[config.mk]
export PLATFORM = sky130hd
export DESIGN_NAME = seg_score_display
export DESIGN_NICKNAME = d
export VERILOG_FILES = /design/src/rtl/seg_score_display_pkg.sv /design/src/rtl/seg_digit_cell.sv /design/src/rtl/seg_score_display.sv
export SDC_FILE = /design/constraint.sdc
export NUM_CORES = 1
export LEC_CHECK = 0
export CORE_MARGIN = 4
export CORE_UTILIZATION = 40
export DETAILED_ROUTE_END_ITERATION = 16
export SLEW_MARGIN = 20
export SYNTH_ARGS = -nofsm -noshare
export SYNTH_HDL_FRONTEND = slang
export SYNTH_HIERARCHICAL = 1
export SYNTH_SLANG_ARGS = --single-unit
export TNS_END_PERCENT = 30
[constraint.sdc]
create_clock -name iClk -period 4.6 [get_ports iClk]
set_input_delay 1.15 -clock iClk [delete_from_list [all_inputs] [get_ports iClk]]
set_output_delay 1.15 -clock iClk [all_outputs]
set_load 0.1 [all_outputs]
[src/rtl/seg_score_display_pkg.sv]
// Shared constants and helpers for the seven-segment score display.
package seg_score_display_pkg;

    localparam int unsigned BCD_W = 4;

    localparam int unsigned SEG_A = 0;
    localparam int unsigned SEG_B = 1;
    localparam int unsigned SEG_C = 2;
    localparam int unsigned SEG_D = 3;
    localparam int unsigned SEG_E = 4;
    localparam int unsigned SEG_F = 5;
    localparam int unsigned SEG_G = 6;

    // Bit SEG_x set means segment x is lit; codes 10-15 are unreachable and stay dark.
    function automatic logic [6:0] seg_lut(input logic [BCD_W-1:0] d);
        case (d)
            4'd0:    seg_lut = 7'b0111111;
            4'd1:    seg_lut = 7'b0000110;
            4'd2:    seg_lut = 7'b1011011;
            4'd3:    seg_lut = 7'b1001111;
            4'd4:    seg_lut = 7'b1100110;
            4'd5:    seg_lut = 7'b1101101;
            4'd6:    seg_lut = 7'b1111101;
            4'd7:    seg_lut = 7'b0000111;
            4'd8:    seg_lut = 7'b1111111;
            4'd9:    seg_lut = 7'b1101111;
            default: seg_lut = 7'b0000000;
        endcase
    endfunction

    function automatic logic in_span(input logic [31:0] p, input logic [31:0] lo,
                                     input logic [31:0] hi);
        in_span = (p >= lo) && (p < hi);
    endfunction

endpackage

[src/rtl/seg_digit_cell.sv]
// One seven-segment glyph at a fixed origin; combinational pixel hit test.
module seg_digit_cell
    import seg_score_display_pkg::*;
#(
    parameter int unsigned HW      = 10,
    parameter int unsigned VW      = 10,
    parameter int unsigned X0      = 0,
    parameter int unsigned Y0      = 0,
    parameter int unsigned SEG_LEN = 20,
    parameter int unsigned SEG_THK = 4
) (
    input  logic [HW-1:0]    count_h,
    input  logic [VW-1:0]    count_v,
    input  logic [BCD_W-1:0] digit,
    input  logic             blank,
    output logic             hit
);

    localparam int unsigned XA = X0 + SEG_THK;
    localparam int unsigned XB = X0 + SEG_THK + SEG_LEN;
    localparam int unsigned XC = X0 + 2 * SEG_THK + SEG_LEN;
    localparam int unsigned YB = Y0 + SEG_THK;
    localparam int unsigned YC = Y0 + SEG_THK + SEG_LEN;
    localparam int unsigned YD = Y0 + 2 * SEG_THK + SEG_LEN;
    localparam int unsigned YE = Y0 + 2 * SEG_THK + 2 * SEG_LEN;
    localparam int unsigned YF = Y0 + 3 * SEG_THK + 2 * SEG_LEN;

    logic [31:0] x;
    logic [31:0] y;
    logic [6:0]  segs;
    logic        col_l, col_m, col_r;
    logic        row_top, row_up, row_mid, row_lo, row_bot;

    // Compare at 32 bits so coordinates past the counter range cannot alias.
    always_comb begin
        x       = 32'(count_h);
        y       = 32'(count_v);
        segs    = seg_lut(digit);
        col_l   = in_span(x, X0, XA);
        col_m   = in_span(x, XA, XB);
        col_r   = in_span(x, XB, XC);
        row_top = in_span(y, Y0, YB);
        row_up  = in_span(y, YB, YC);
        row_mid = in_span(y, YC, YD);
        row_lo  = in_span(y, YD, YE);
        row_bot = in_span(y, YE, YF);
        hit = !blank && (
              (segs[SEG_A] && col_m && row_top) ||
              (segs[SEG_B] && col_r && row_up)  ||
              (segs[SEG_C] && col_r && row_lo)  ||
              (segs[SEG_D] && col_m && row_bot) ||
              (segs[SEG_E] && col_l && row_lo)  ||
              (segs[SEG_F] && col_l && row_up)  ||
              (segs[SEG_G] && col_m && row_mid));
    end

endmodule

[src/rtl/seg_score_display.sv]
// N-digit BCD score counter rendered as seven-segment glyphs from the VGA pixel counters.
module seg_score_display
    import seg_score_display_pkg::*;
#(
    parameter int unsigned H_TOT        = 800,
    parameter int unsigned V_TOT        = 525,
    parameter int unsigned POS_X        = 16,
    parameter int unsigned POS_Y        = 16,
    parameter int unsigned N_DIGITS     = 3,
    parameter int unsigned SEG_LEN      = 20,
    parameter int unsigned SEG_THK      = 4,
    parameter int unsigned DIGIT_GAP    = 8,
    parameter int unsigned LZ_BLANK     = 1,
    parameter int unsigned BLINK_FRAMES = 16
) (
    input  logic                        iClk,
    input  logic                        iRstN,
    input  logic [$clog2(H_TOT)-1:0]    iCountH,
    input  logic [$clog2(V_TOT)-1:0]    iCountV,
    input  logic                        iFrameTick,
    input  logic                        iIncr,
    input  logic                        iClear,
    input  logic                        iEnable,
    output logic                        oDraw,
    output logic [BCD_W*N_DIGITS-1:0]   oScore,
    output logic                        oMaxed
);

    localparam int unsigned HW    = $clog2(H_TOT);
    localparam int unsigned VW    = $clog2(V_TOT);
    localparam int unsigned SW    = BCD_W * N_DIGITS;
    localparam int unsigned DIG_W = SEG_LEN + 2 * SEG_THK;
    localparam int unsigned BF_W  = $clog2(BLINK_FRAMES + 1);
    localparam int unsigned BW    = (BF_W < 3) ? 3 : BF_W;

    logic [SW-1:0]       score;
    logic [SW-1:0]       disp_score;
    logic [BW-1:0]       blink_cnt;
    logic                maxed;
    logic                draw;
    logic [SW-1:0]       score_inc;
    logic                all_nines;
    logic                carry;
    logic [BCD_W-1:0]    nib;
    logic                accept;
    logic                suppress;
    logic                zero_run;
    logic [N_DIGITS-1:0] blank;
    logic [N_DIGITS-1:0] hit;

    // BCD ripple increment; nibble 0 (bits [3:0]) is the least significant digit.
    always_comb begin
        score_inc = score;
        carry     = 1'b1;
        all_nines = 1'b1;
        nib       = '0;
        for (int unsigned i = 0; i < N_DIGITS; i++) begin
            nib = score[i*BCD_W +: BCD_W];
            if (carry) begin
                if (nib == 4'd9) begin
                    nib = '0;
                end else begin
                    nib   = nib + 4'd1;
                    carry = 1'b0;
                end
            end
            score_inc[i*BCD_W +: BCD_W] = nib;
            if (nib != 4'd9) all_nines = 1'b0;
        end
    end

    assign accept   = iIncr && !iClear && !maxed;
    assign suppress = (blink_cnt != '0) && blink_cnt[2];

    always_ff @(posedge iClk or negedge iRstN) begin
        if (!iRstN) begin
            score      <= '0;
            maxed      <= 1'b0;
            disp_score <= '0;
            blink_cnt  <= '0;
        end else begin
            if (iClear) begin
                score <= '0;
                maxed <= 1'b0;
            end else if (accept) begin
                score <= score_inc;
                maxed <= all_nines;
            end
            if (iFrameTick) disp_score <= score;
            if (accept) begin
                blink_cnt <= BW'(BLINK_FRAMES);
            end else if (iFrameTick && blink_cnt != '0) begin
                blink_cnt <= blink_cnt - BW'(1);
            end
        end
    end

    // Digit k (k = 0 leftmost) is blank while it and every digit to its left are zero.
    always_comb begin
        zero_run = 1'b1;
        blank    = '0;
        for (int unsigned k = 0; k < N_DIGITS; k++) begin
            zero_run = zero_run && (disp_score[BCD_W*(N_DIGITS-1-k) +: BCD_W] == 4'd0);
            blank[k] = (LZ_BLANK != 0) && (k + 1 < N_DIGITS) && zero_run;
        end
    end

    for (genvar k = 0; k < int'(N_DIGITS); k++) begin : g_digit
        seg_digit_cell #(
            .HW      (HW),
            .VW      (VW),
            .X0      (POS_X + k * (DIG_W + DIGIT_GAP)),
            .Y0      (POS_Y),
            .SEG_LEN (SEG_LEN),
            .SEG_THK (SEG_THK)
        ) u_cell (
            .count_h (iCountH),
            .count_v (iCountV),
            .digit   (disp_score[BCD_W*(N_DIGITS-1-k) +: BCD_W]),
            .blank   (blank[k]),
            .hit     (hit[k])
        );
    end

    always_ff @(posedge iClk or negedge iRstN) begin
        if (!iRstN) begin
            draw <= 1'b0;
        end else begin
            draw <= iEnable && (|hit) && !suppress;
        end
    end

    assign oDraw  = draw;
    assign oScore = score;
    assign oMaxed = maxed;

endmodule

## Yosys cells after proc, flatten, opt, wreduce, memory -nomap -nowiden

Memories as Yosys holds them, arrays and structs flattened.
Cells that the tools add are included.

- Flip-flop bits (word level): 31
- Memory bits (read-only): 336
- Input port bits: 26
- Output and inout port bits: 14
- Word-level logic and storage cells: 157
- Memories: 3

- Add/sub/neg operators: 4
- $lt $le $gt $ge: 28
- Eq/ne operators: 6
- Muxes and demuxes: 17
- Reduce and logical (&&, ||, !) cells: 94

Memories:

| memory | words | bits a word | rd ports | clocked after memory_dff | wr ports | line | source |
|---|---|---|---|---|---|---|---|
| (name not given) | 16 | 7 | 1 | 0 | 0 | seg_score_display_pkg.sv:16 | `case (d)` |
| (name not given) | 16 | 7 | 1 | 0 | 0 | seg_score_display_pkg.sv:16 |  |
| (name not given) | 16 | 7 | 1 | 0 | 0 | seg_score_display_pkg.sv:16 |  |

Operator list:

| kind | number |
|---|---|
| $lt A10 B7 Y1 const B | 7 |
| $logic_and A1 B1 Y1 | 65 |
| $ge A10 B6 Y1 const B | 5 |
| $ge A10 B7 Y1 const B | 5 |
| $lt A10 B6 Y1 const B | 5 |
| $ge A10 B5 Y1 const B | 4 |
| $mux W12 | 2 |
| $lt A10 B5 Y1 const B | 2 |
| $mux W4 | 5 |
| $logic_or A1 B1 Y1 | 18 |
| $add A4 B1 Y4 const B | 3 |
| $eq A4 B4 Y1 const B | 3 |
| $ne A4 B4 Y1 const B | 3 |
| $mux W5 | 2 |
| $logic_not A4 Y1 | 2 |
| $mux W1 | 8 |
| $logic_not A1 Y1 | 5 |
| $reduce_bool A5 Y1 | 1 |
| $sub A5 B1 Y5 const B | 1 |
| $reduce_bool A2 Y1 | 2 |
| $reduce_or A3 Y1 | 1 |

## Logic depth before layout (Yosys ltp)

Gate-level depths: netlist (run 1).

- Depth in word-level cells: 14
- Mapped depth: 11
- Mapped depth without buffers: 11

## Cells and area by module

The synthesis (run 1) kept the hierarchy.

Modules (own cells, without submodules):

| module | times used | cells each | area each (um2) | seq. area each (um2) |
|---|---|---|---|---|
| seg_score_display | 1 | 155 | 1637.8 | 775.7 |
| seg_digit_cell at g_digit[2].u_cell | 1 | 62 | 452.9 | 0.0 |
| seg_digit_cell at g_digit[0].u_cell | 1 | 61 | 441.7 | 0.0 |
| seg_digit_cell at g_digit[1].u_cell | 1 | 63 | 415.4 | 0.0 |

## Worst setup path after synthesis (run 1)

No wires, ideal clock.

- Path type: input to register
- Start point: in iCountV[9]
- End point: reg draw, in the netlist oDraw
- Library setup time: 0.088 ns
- Arrival time: 2.664 ns
- Data required time: 4.512 ns
- Slack: 1.847 ns
- Cell stages on the path: 7
- Path buffers: 0
- Cell sequence: or4_4 or3b_1 nor4_2 o31ai_1 o221ai_1 nor3_1 nor3b_1

- Word-level cells in the longest chain between the ends: 13
- Elaborated cells between the ends (all ways): 59
- Those cells by class: 10 x order compare; 49 x reduce/logical

Ends and longest elaborated chain:

| item | line | source |
|---|---|---|
| from (decl) | seg_score_display.sv:19 | `input logic [$clog2(V_TOT)-1:0] iCountV,` |
| $ge A10 B5 Y1, or another cell as far along | seg_score_display_pkg.sv:33 | `in_span = (p >= lo) && (p < hi);` |
| $logic_and A1 B1 Y1 | seg_score_display_pkg.sv:33 |  |
| $logic_and A1 B1 Y1, on equally long branches | seg_digit_cell.sv:48, seg_digit_cell.sv:49 |  |
| $logic_or A1 B1 Y1 | seg_digit_cell.sv:48 | `(segs[SEG_A] && col_m && row_top) \|\|` |
| $logic_or A1 B1 Y1 | seg_digit_cell.sv:49 | `(segs[SEG_B] && col_r && row_up) \|\|` |
| $logic_or A1 B1 Y1 | seg_digit_cell.sv:50 | `(segs[SEG_C] && col_r && row_lo) \|\|` |
| $logic_or A1 B1 Y1 | seg_digit_cell.sv:51 | `(segs[SEG_D] && col_m && row_bot) \|\|` |
| $logic_or A1 B1 Y1 | seg_digit_cell.sv:52 | `(segs[SEG_E] && col_l && row_lo) \|\|` |
| $logic_or A1 B1 Y1 * | seg_digit_cell.sv:53 | `(segs[SEG_F] && col_l && row_up) \|\|` |
| $logic_and A1 B1 Y1 * | seg_digit_cell.sv:47 | `hit = !blank && (` |
| net hit[1] | seg_score_display.sv:49 | `logic [N_DIGITS-1:0] hit;` |
| $reduce_or A3 Y1 * | seg_score_display.sv:129 | `draw <= iEnable && (\|hit) && !suppress;` |
| $logic_and A1 B1 Y1 * (2 in series) | seg_score_display.sv:129 |  |
| to (signal assigned) | seg_score_display.sv:129 |  |
| to (decl) | seg_score_display.sv:40 | `logic draw;` |

Mark *: on every way through the listed nets, which the timed path passes. The rest lies on a longest branch.
A chain may end at the register's enable or synchronous reset.

## Final worst setup path (run 1)

- Start point: in iCountV[3]
- End point: reg draw, in the netlist oDraw

- Elaborated cells between the ends (all ways): 59
- Those cells by class: 10 x order compare; 49 x reduce/logical

RTL lines:

| item | line |
|---|---|
| $ge A10 B5 Y1, or another cell as far along | seg_score_display_pkg.sv:33 |
| $logic_and A1 B1 Y1 | seg_score_display_pkg.sv:33 |
| $logic_and A1 B1 Y1, on equally long branches | seg_digit_cell.sv:48, seg_digit_cell.sv:49 |
| $logic_or A1 B1 Y1 | seg_digit_cell.sv:48 |
| $logic_or A1 B1 Y1 | seg_digit_cell.sv:49 |
| $logic_or A1 B1 Y1 | seg_digit_cell.sv:50 |
| $logic_or A1 B1 Y1 | seg_digit_cell.sv:51 |
| $logic_or A1 B1 Y1 | seg_digit_cell.sv:52 |
| $logic_or A1 B1 Y1 * | seg_digit_cell.sv:53 |
| net hit[2] | seg_score_display.sv:49 |
| $reduce_or A3 Y1 * | seg_score_display.sv:129 |
| $logic_and A1 B1 Y1 * (2 in series) | seg_score_display.sv:129 |

Marked as above.

==> results of run 1 <==
==> final timing paths <==
| kind | start | end | slack (ns) | depth (start not counted) |
|---|---|---|---|---|
| max | iCountV[3] | oDraw | 1.24 | 9 |
| min | blink_cnt[4] | blink_cnt[4] | 0.53 | 2 |
| max reg2reg | disp_score[1] | oDraw | 2.00 | 11 |
| min reg2reg | blink_cnt[4] | blink_cnt[4] | 0.53 | 2 |
| max in group asynchronous | iRstN | disp_score[0] | 3.06 | 2 |
| min in group asynchronous | iRstN | oMaxed | 1.26 | 2 |
==> stage by stage <==
step	hold WS, ns	cell area (µm²)	std cells	power [mW]	util
final	0.5258	3471	471	0.7834	0.4811
after global routing	0.5562	3471	471	0.8339	0.4811
after floorplan	0.4752	2948	341	0.4469	-
after CTS	0.5302	3471	471	0.7926	0.4811
after global placement	0.5102	3353	463	0.5090	0.4648
after detailed placement	0.5127	3353	463	0.5128	0.4648
==> kinds of logic after synthesis <==
logic type,share of synthesized area
mux,0.06664
xor+xnor,0.02674
other cells,0.001272
buf+inv,0.05772
fa+ha+maj,0.09762
flops,0.2632
simple gates,0.2920
compound gates,0.1948
==> synth_stat cells, types with 2 or more instances <==
| master | count |
|---|---|
| nor2_1 | 28 |
| buf_4 | 2 |
| nor3b_1 | 7 |
| nor4b_1 | 3 |
| or3_1 | 3 |
| o31ai_1 | 3 |
| mux2i_1 | 5 |
| o21a_1 | 2 |
| nor4_1 | 5 |
| inv_1 | 21 |
| a21oi_1 | 20 |
| buf_6 | 3 |
| nor2b_1 | 5 |
| nand3b_1 | 5 |
| a31oi_1 | 7 |
| mux2_2 | 13 |
| a2111oi_4 | 2 |
| or4_4 | 2 |
| o22ai_1 | 5 |
| a311oi_1 | 2 |
| nand2_1 | 25 |
| nand2b_1 | 11 |
| a22oi_1 | 2 |
| dfrtp_1 | 31 |
| and2b_1 | 2 |
| nand4_1 | 6 |
| a21oi_2 | 2 |
| o21ai_0 | 17 |
| o21ai_1 | 2 |
| and2_1 | 4 |
| buf_2 | 4 |
| nor4b_2 | 2 |
| o2111ai_1 | 2 |
| nor3_1 | 8 |
| nand3_1 | 8 |
| ha_1 | 23 |
| clkbuf_1 | 6 |
| xor2_1 | 6 |
| or2_2 | 2 |
| xnor2_1 | 3 |
==> area by class of cell <==
cell class | count | share of cell area
sequential | 31 | 0.2235
inverter | 21 | 0.02271
timing repair buffer | 38 | 0.1074
multi-input combinational | 274 | 0.5768
tap | 99 | 0.03569
clock buffer | 6 | 0.02379
clock inverter | 2 | 0.01009
==> per-layer routing <==
layer | wire (µm) | part of all wire
met1 | 3330 | 0.51
met2 | 2906 | 0.44
met3 | 267 | 0.041
met4 | 55 | 0.0084
met5 | 0 | 0
==> sequential cells by signal (all words and copies together) (netlist names) <==
| signal | count |
|---|---|
| blink_cnt | 5 |
| disp_score | 12 |
| oDraw | 1 |
| oMaxed | 1 |
| oScore | 12 |
==> power breakdown <==
part	switching, mW	total (mW)	internal (mW)
clock	0.0997	0.275	0.175
combinational	0.108	0.191	0.0836
sequential	0.0218	0.317	0.296
==> worst max-delay path, delay by kind of cell <==
family / cells / cell delay [ns]
AO/OA/AOI/OAI: 5 / 0.86
buffers and inverters: 1 / 0.76
AND/OR/NAND/NOR: 3 / 0.79
==> flow_summary.toml, run 1 <==
[global_routing]
grt_use_met1 = 0.2222
grt-busiest-layer = "met2"
grtUsageMet2 = 0.2425
grt-ovfl-total = 0
grt_pass1_vias = 2370
grt_max_degree = 32
antenna_found_initial = 0
met3_usage = 0.02404
grt_use_total = 0.1552
grt_first_pass_wirelength_mm = 11.33

[yosys]
ys.warnings.count = 6
ys_types = 72
synth_edf_count = 0
synthFlopType = "dfrtp_1"
synth_seq_cells = 31
syn_avg_cell_area_um2 = 8.645
synth_fp_nets = 390
synth.top_cell.area_share = 0.2632
seq_area_frac_synth = 0.2632
yosysTopAreaCell = "dfrtp_1"
syn_inst = 341
synth-async-reset-ratio = 1.000
netlist_area_um2 = 2948
post_synth_main_area_contributors = "dfrtp_1 26%, ha_1 9.8%, mux2_2 5.0%, nor2_1 3.6%, a21oi_1 3.4%"

[place]
port-buffer-count = 35
pre_cts_slack_ns = 0.9388
routabilityCongestion = 0.8456
place_hpwl_mm = 4.890

[finish]
layout_common_cells = "35 x clkdlybuf4s50_1, 31 x dfrtp_1, 28 x nor2_1, 25 x nand2_1, 23 x ha_1"
register_area_um2 = 775.7
nFillCells = 710
nets = 420
synthToLayoutAreaGrowth_pct = 17.74
multiInputGateArea_um2 = 2002
diodes = 0
layout_commonest_cell = "clkdlybuf4s50_1"
layout-drive-gt1-share = 0.1290

[drt]
viasPerCell = 5.389
first_iter_violations = 85
antenna_left = 0
wl_per_cell_um = 13.92
drc_errors = 0
vias = 2538
drt-total-wl_mm = 6.558
dr.pass1.iters = 4

[critical_path]
cp-start-kind = "input pin"
slowest_delay_ns = 0.76
cp_slowest_cell = "clkdlybuf4s50_1"
critical_path.endpoint_type = "flop"
critical_path_required_ns = 4.79
worstSetupPathType = "input pin to flop"
crit_fanout = 19
path_cells = "clkdlybuf4s50_1 -> or3_1 -> o21ai_2 -> a22oi_2 -> a2111oi_4 -> o2111ai_1 -> a21oi_1 -> nor3_1 -> nor3b_1"
cp_data_arrival_time_ns = 3.55

[die]
io_pins = 40
dieArea_um2 = 8807
core-area_um2 = 7214
die_h_um = 93.85
core.rowCount = 31
die_w_um = 93.85
initial_core_util = 0.4086

[hold_path]
holdCritPathClass = "flop to flop"

[clocking]
postCtsHoldBufs = 0
clk_pin_slew_ns = 0.06
cts_tree = "built"
clock_path_buffers = 2
numCtsBuffers = 5
root_buffer = "clkbuf_8"
post_cts_buffers = 0
insertion_delay_ns = 0.28
cts.sinks = 31
h-tree-depth = 2
cts_resized = 0

[sta]
hold_violations = 0
slew_headroom = 0.3436
max_slew.worst_pin.slew_ns = 0.9816
tns_ns = 0
finClkSkew_ns = 0.003251
fin_crit_sh = 0.7300
layout_min_cycle_time_ns = 3.358
setup_viol = 0
timing.final.ws_setup_ns = 1.242
fmax_ghz = 0.2978
slew_viol_final = 0
rsz0062_at_grt = "no"

[pwr]
irDropWorstVdd_v = 0.0001554
p_leak_nw = 1.386
p_per_area_nw_per_um2 = 225.7

[flow_run]
drv_cap = 0

[outcome]
status = "completed"
Note: power is estimated with default switching activity, not from simulation.
==> run 2, diff against run 1 <==
- clock period: 4.6 -> 3.2 ns (I/O delays scaled with it)
==> flow_summary.toml, run 2 (synthesis results as in run 1) <==
[critical_path]
cp_slowest_cell = "or4_4"
critical_path_required_ns = 3.39
cp-start-kind = "input pin"
rr_startpoint = "disp_score[1]"
r2r_slack_ns = 0.60
r2r-end = "oDraw"
cp_data_arrival_time_ns = 2.97
critical_path.endpoint_type = "flop"
crit_fanout = 4
worstSetupPathType = "input pin to flop"
slowest_delay_ns = 0.55
path_cells = "clkdlybuf4s50_1 -> or4_4 -> or3b_1 -> nor4_2 -> o31ai_1 -> o221ai_1 -> nor3_1 -> nor3b_1"
rr_worst_depth = 11

[sta]
layout_min_cycle_time_ns = 2.778
max_slew.worst_pin.slew_ns = 0.5535
fin_crit_sh = 0.8682
slew_headroom = 0.6298
tns_ns = 0
fmax_ghz = 0.3599
rsz0062_at_grt = "no"
slew_viol_final = 0
hold_violations = 0
hold_ws_ns = 0.5277
setup_viol = 0
finClkSkew_ns = 0.009134

[drt]
drt-total-wl_mm = 6.551
wl_per_cell_um = 13.82
vias = 2567
drc_errors = 0
viasPerCell = 5.416
antenna_left = 0
dr.pass1.iters = 4
first_iter_violations = 72

[clocking]
cts_resized = 0
cts.sinks = 31
postCtsHoldBufs = 0
root_buffer = "clkbuf_8"
clock_path_buffers = 2
post_cts_buffers = 0
numCtsBuffers = 5
insertion_delay_ns = 0.27
h-tree-depth = 2
cts_tree = "built"
clk_pin_slew_ns = 0.06

[hold_path]
min_to = "blink_cnt[4]"
hp-start = "blink_cnt[4]"
holdPathStages = 2
holdCritPathClass = "flop to flop"

[pwr]
p_per_area_nw_per_um2 = 301.5
p_total_mw = 1.036
p_leak_nw = 1.420
irDropWorstVdd_v = 0.0002108

[die]
die_w_um = 93.85
core.rowCount = 31
initial_core_util = 0.4086
core-area_um2 = 7214
io_pins = 40
dieArea_um2 = 8807
die_h_um = 93.85

[global_routing]
grt_use_total = 0.1522
antenna_found_initial = 0
grt-ovfl-total = 0
grt_max_degree = 32
grt_pass1_vias = 2387
grt_first_pass_wirelength_mm = 11.16

[finish]
nets = 424
layout_common_cells = "31 x dfrtp_1, 28 x nor2_1, 25 x nand2_1, 23 x ha_1"
fin_cells = 474
layout-drive-gt1-share = 0.1733
synthToLayoutAreaGrowth_pct = 16.55
layout_commonest_cell = "dfrtp_1"
diodes = 0

[place]
place_hpwl_mm = 4.955
routabilityCongestion = 0.8302
placed_cells = 467
port-buffer-count = 35

[flow_run]
drv_cap = 0

[outcome]
status = "completed"
## run 2: cell type report
type,instances,area (µm²)
Clock buffer,6,82.58
Clock inverter,1,5.005
Fill cell,738,3779
Inverter,21,78.83
Multi-Input combinational cell,274,2002
Sequential cell,31,775.7
Tap cell,99,123.9
Timing Repair Buffer,42,367.9
## run 2: critical path, delay by kind of cell
kind	cells	cell delay, ns
buffers and inverters	1	0.47
AND/OR/NAND/NOR	5	1.48
AO/OA/AOI/OAI	2	0.21
## run 2: worst max-delay path by stage
| stage | from | to | slack [ns] |
|---|---|---|---|
| 3_3_place_gp | iCountV[5] | oDraw | 0.17 |
| 6_report | iCountV[9] | oDraw | 0.42 |
| 2_1_floorplan | iCountV[9] | oDraw | 0.80 |
| 5_1_grt | iCountV[9] | oDraw | 0.32 |
| 4_1_cts | iCountV[9] | oDraw | 0.42 |
| 3_5_place_dp | iCountV[9] | oDraw | 0.15 |
## run 2: per-layer routing
| layer | share of wire | global-route usage |
|---|---|---|
| met1 | 0.50 | 0.2081 |
| met4 | 0.010 | 0.03610 |
| met2 | 0.45 | 0.2549 |
| met5 | 0 | 0 |
| met3 | 0.040 | 0.01923 |
## run 2: power by group
group	internal, mW	switching [mW]
combinational	0.123	0.156
clock	0.168	0.131
sequential	0.425	0.0323
## run 2: through the flow
| stage | area, µm² | setup WS [ns] | utilization |
|---|---|---|---|
| 2_1_floorplan | 2948 | 0.7974 | - |
| 3_3_place_gp | 3348 | 0.1654 | 0.4641 |
| 3_5_place_dp | 3348 | 0.1476 | 0.4641 |
| 4_1_cts | 3436 | 0.4193 | 0.4762 |
| 5_1_grt | 3436 | 0.3234 | 0.4762 |
| 6_report | 3436 | 0.4218 | 0.4762 |
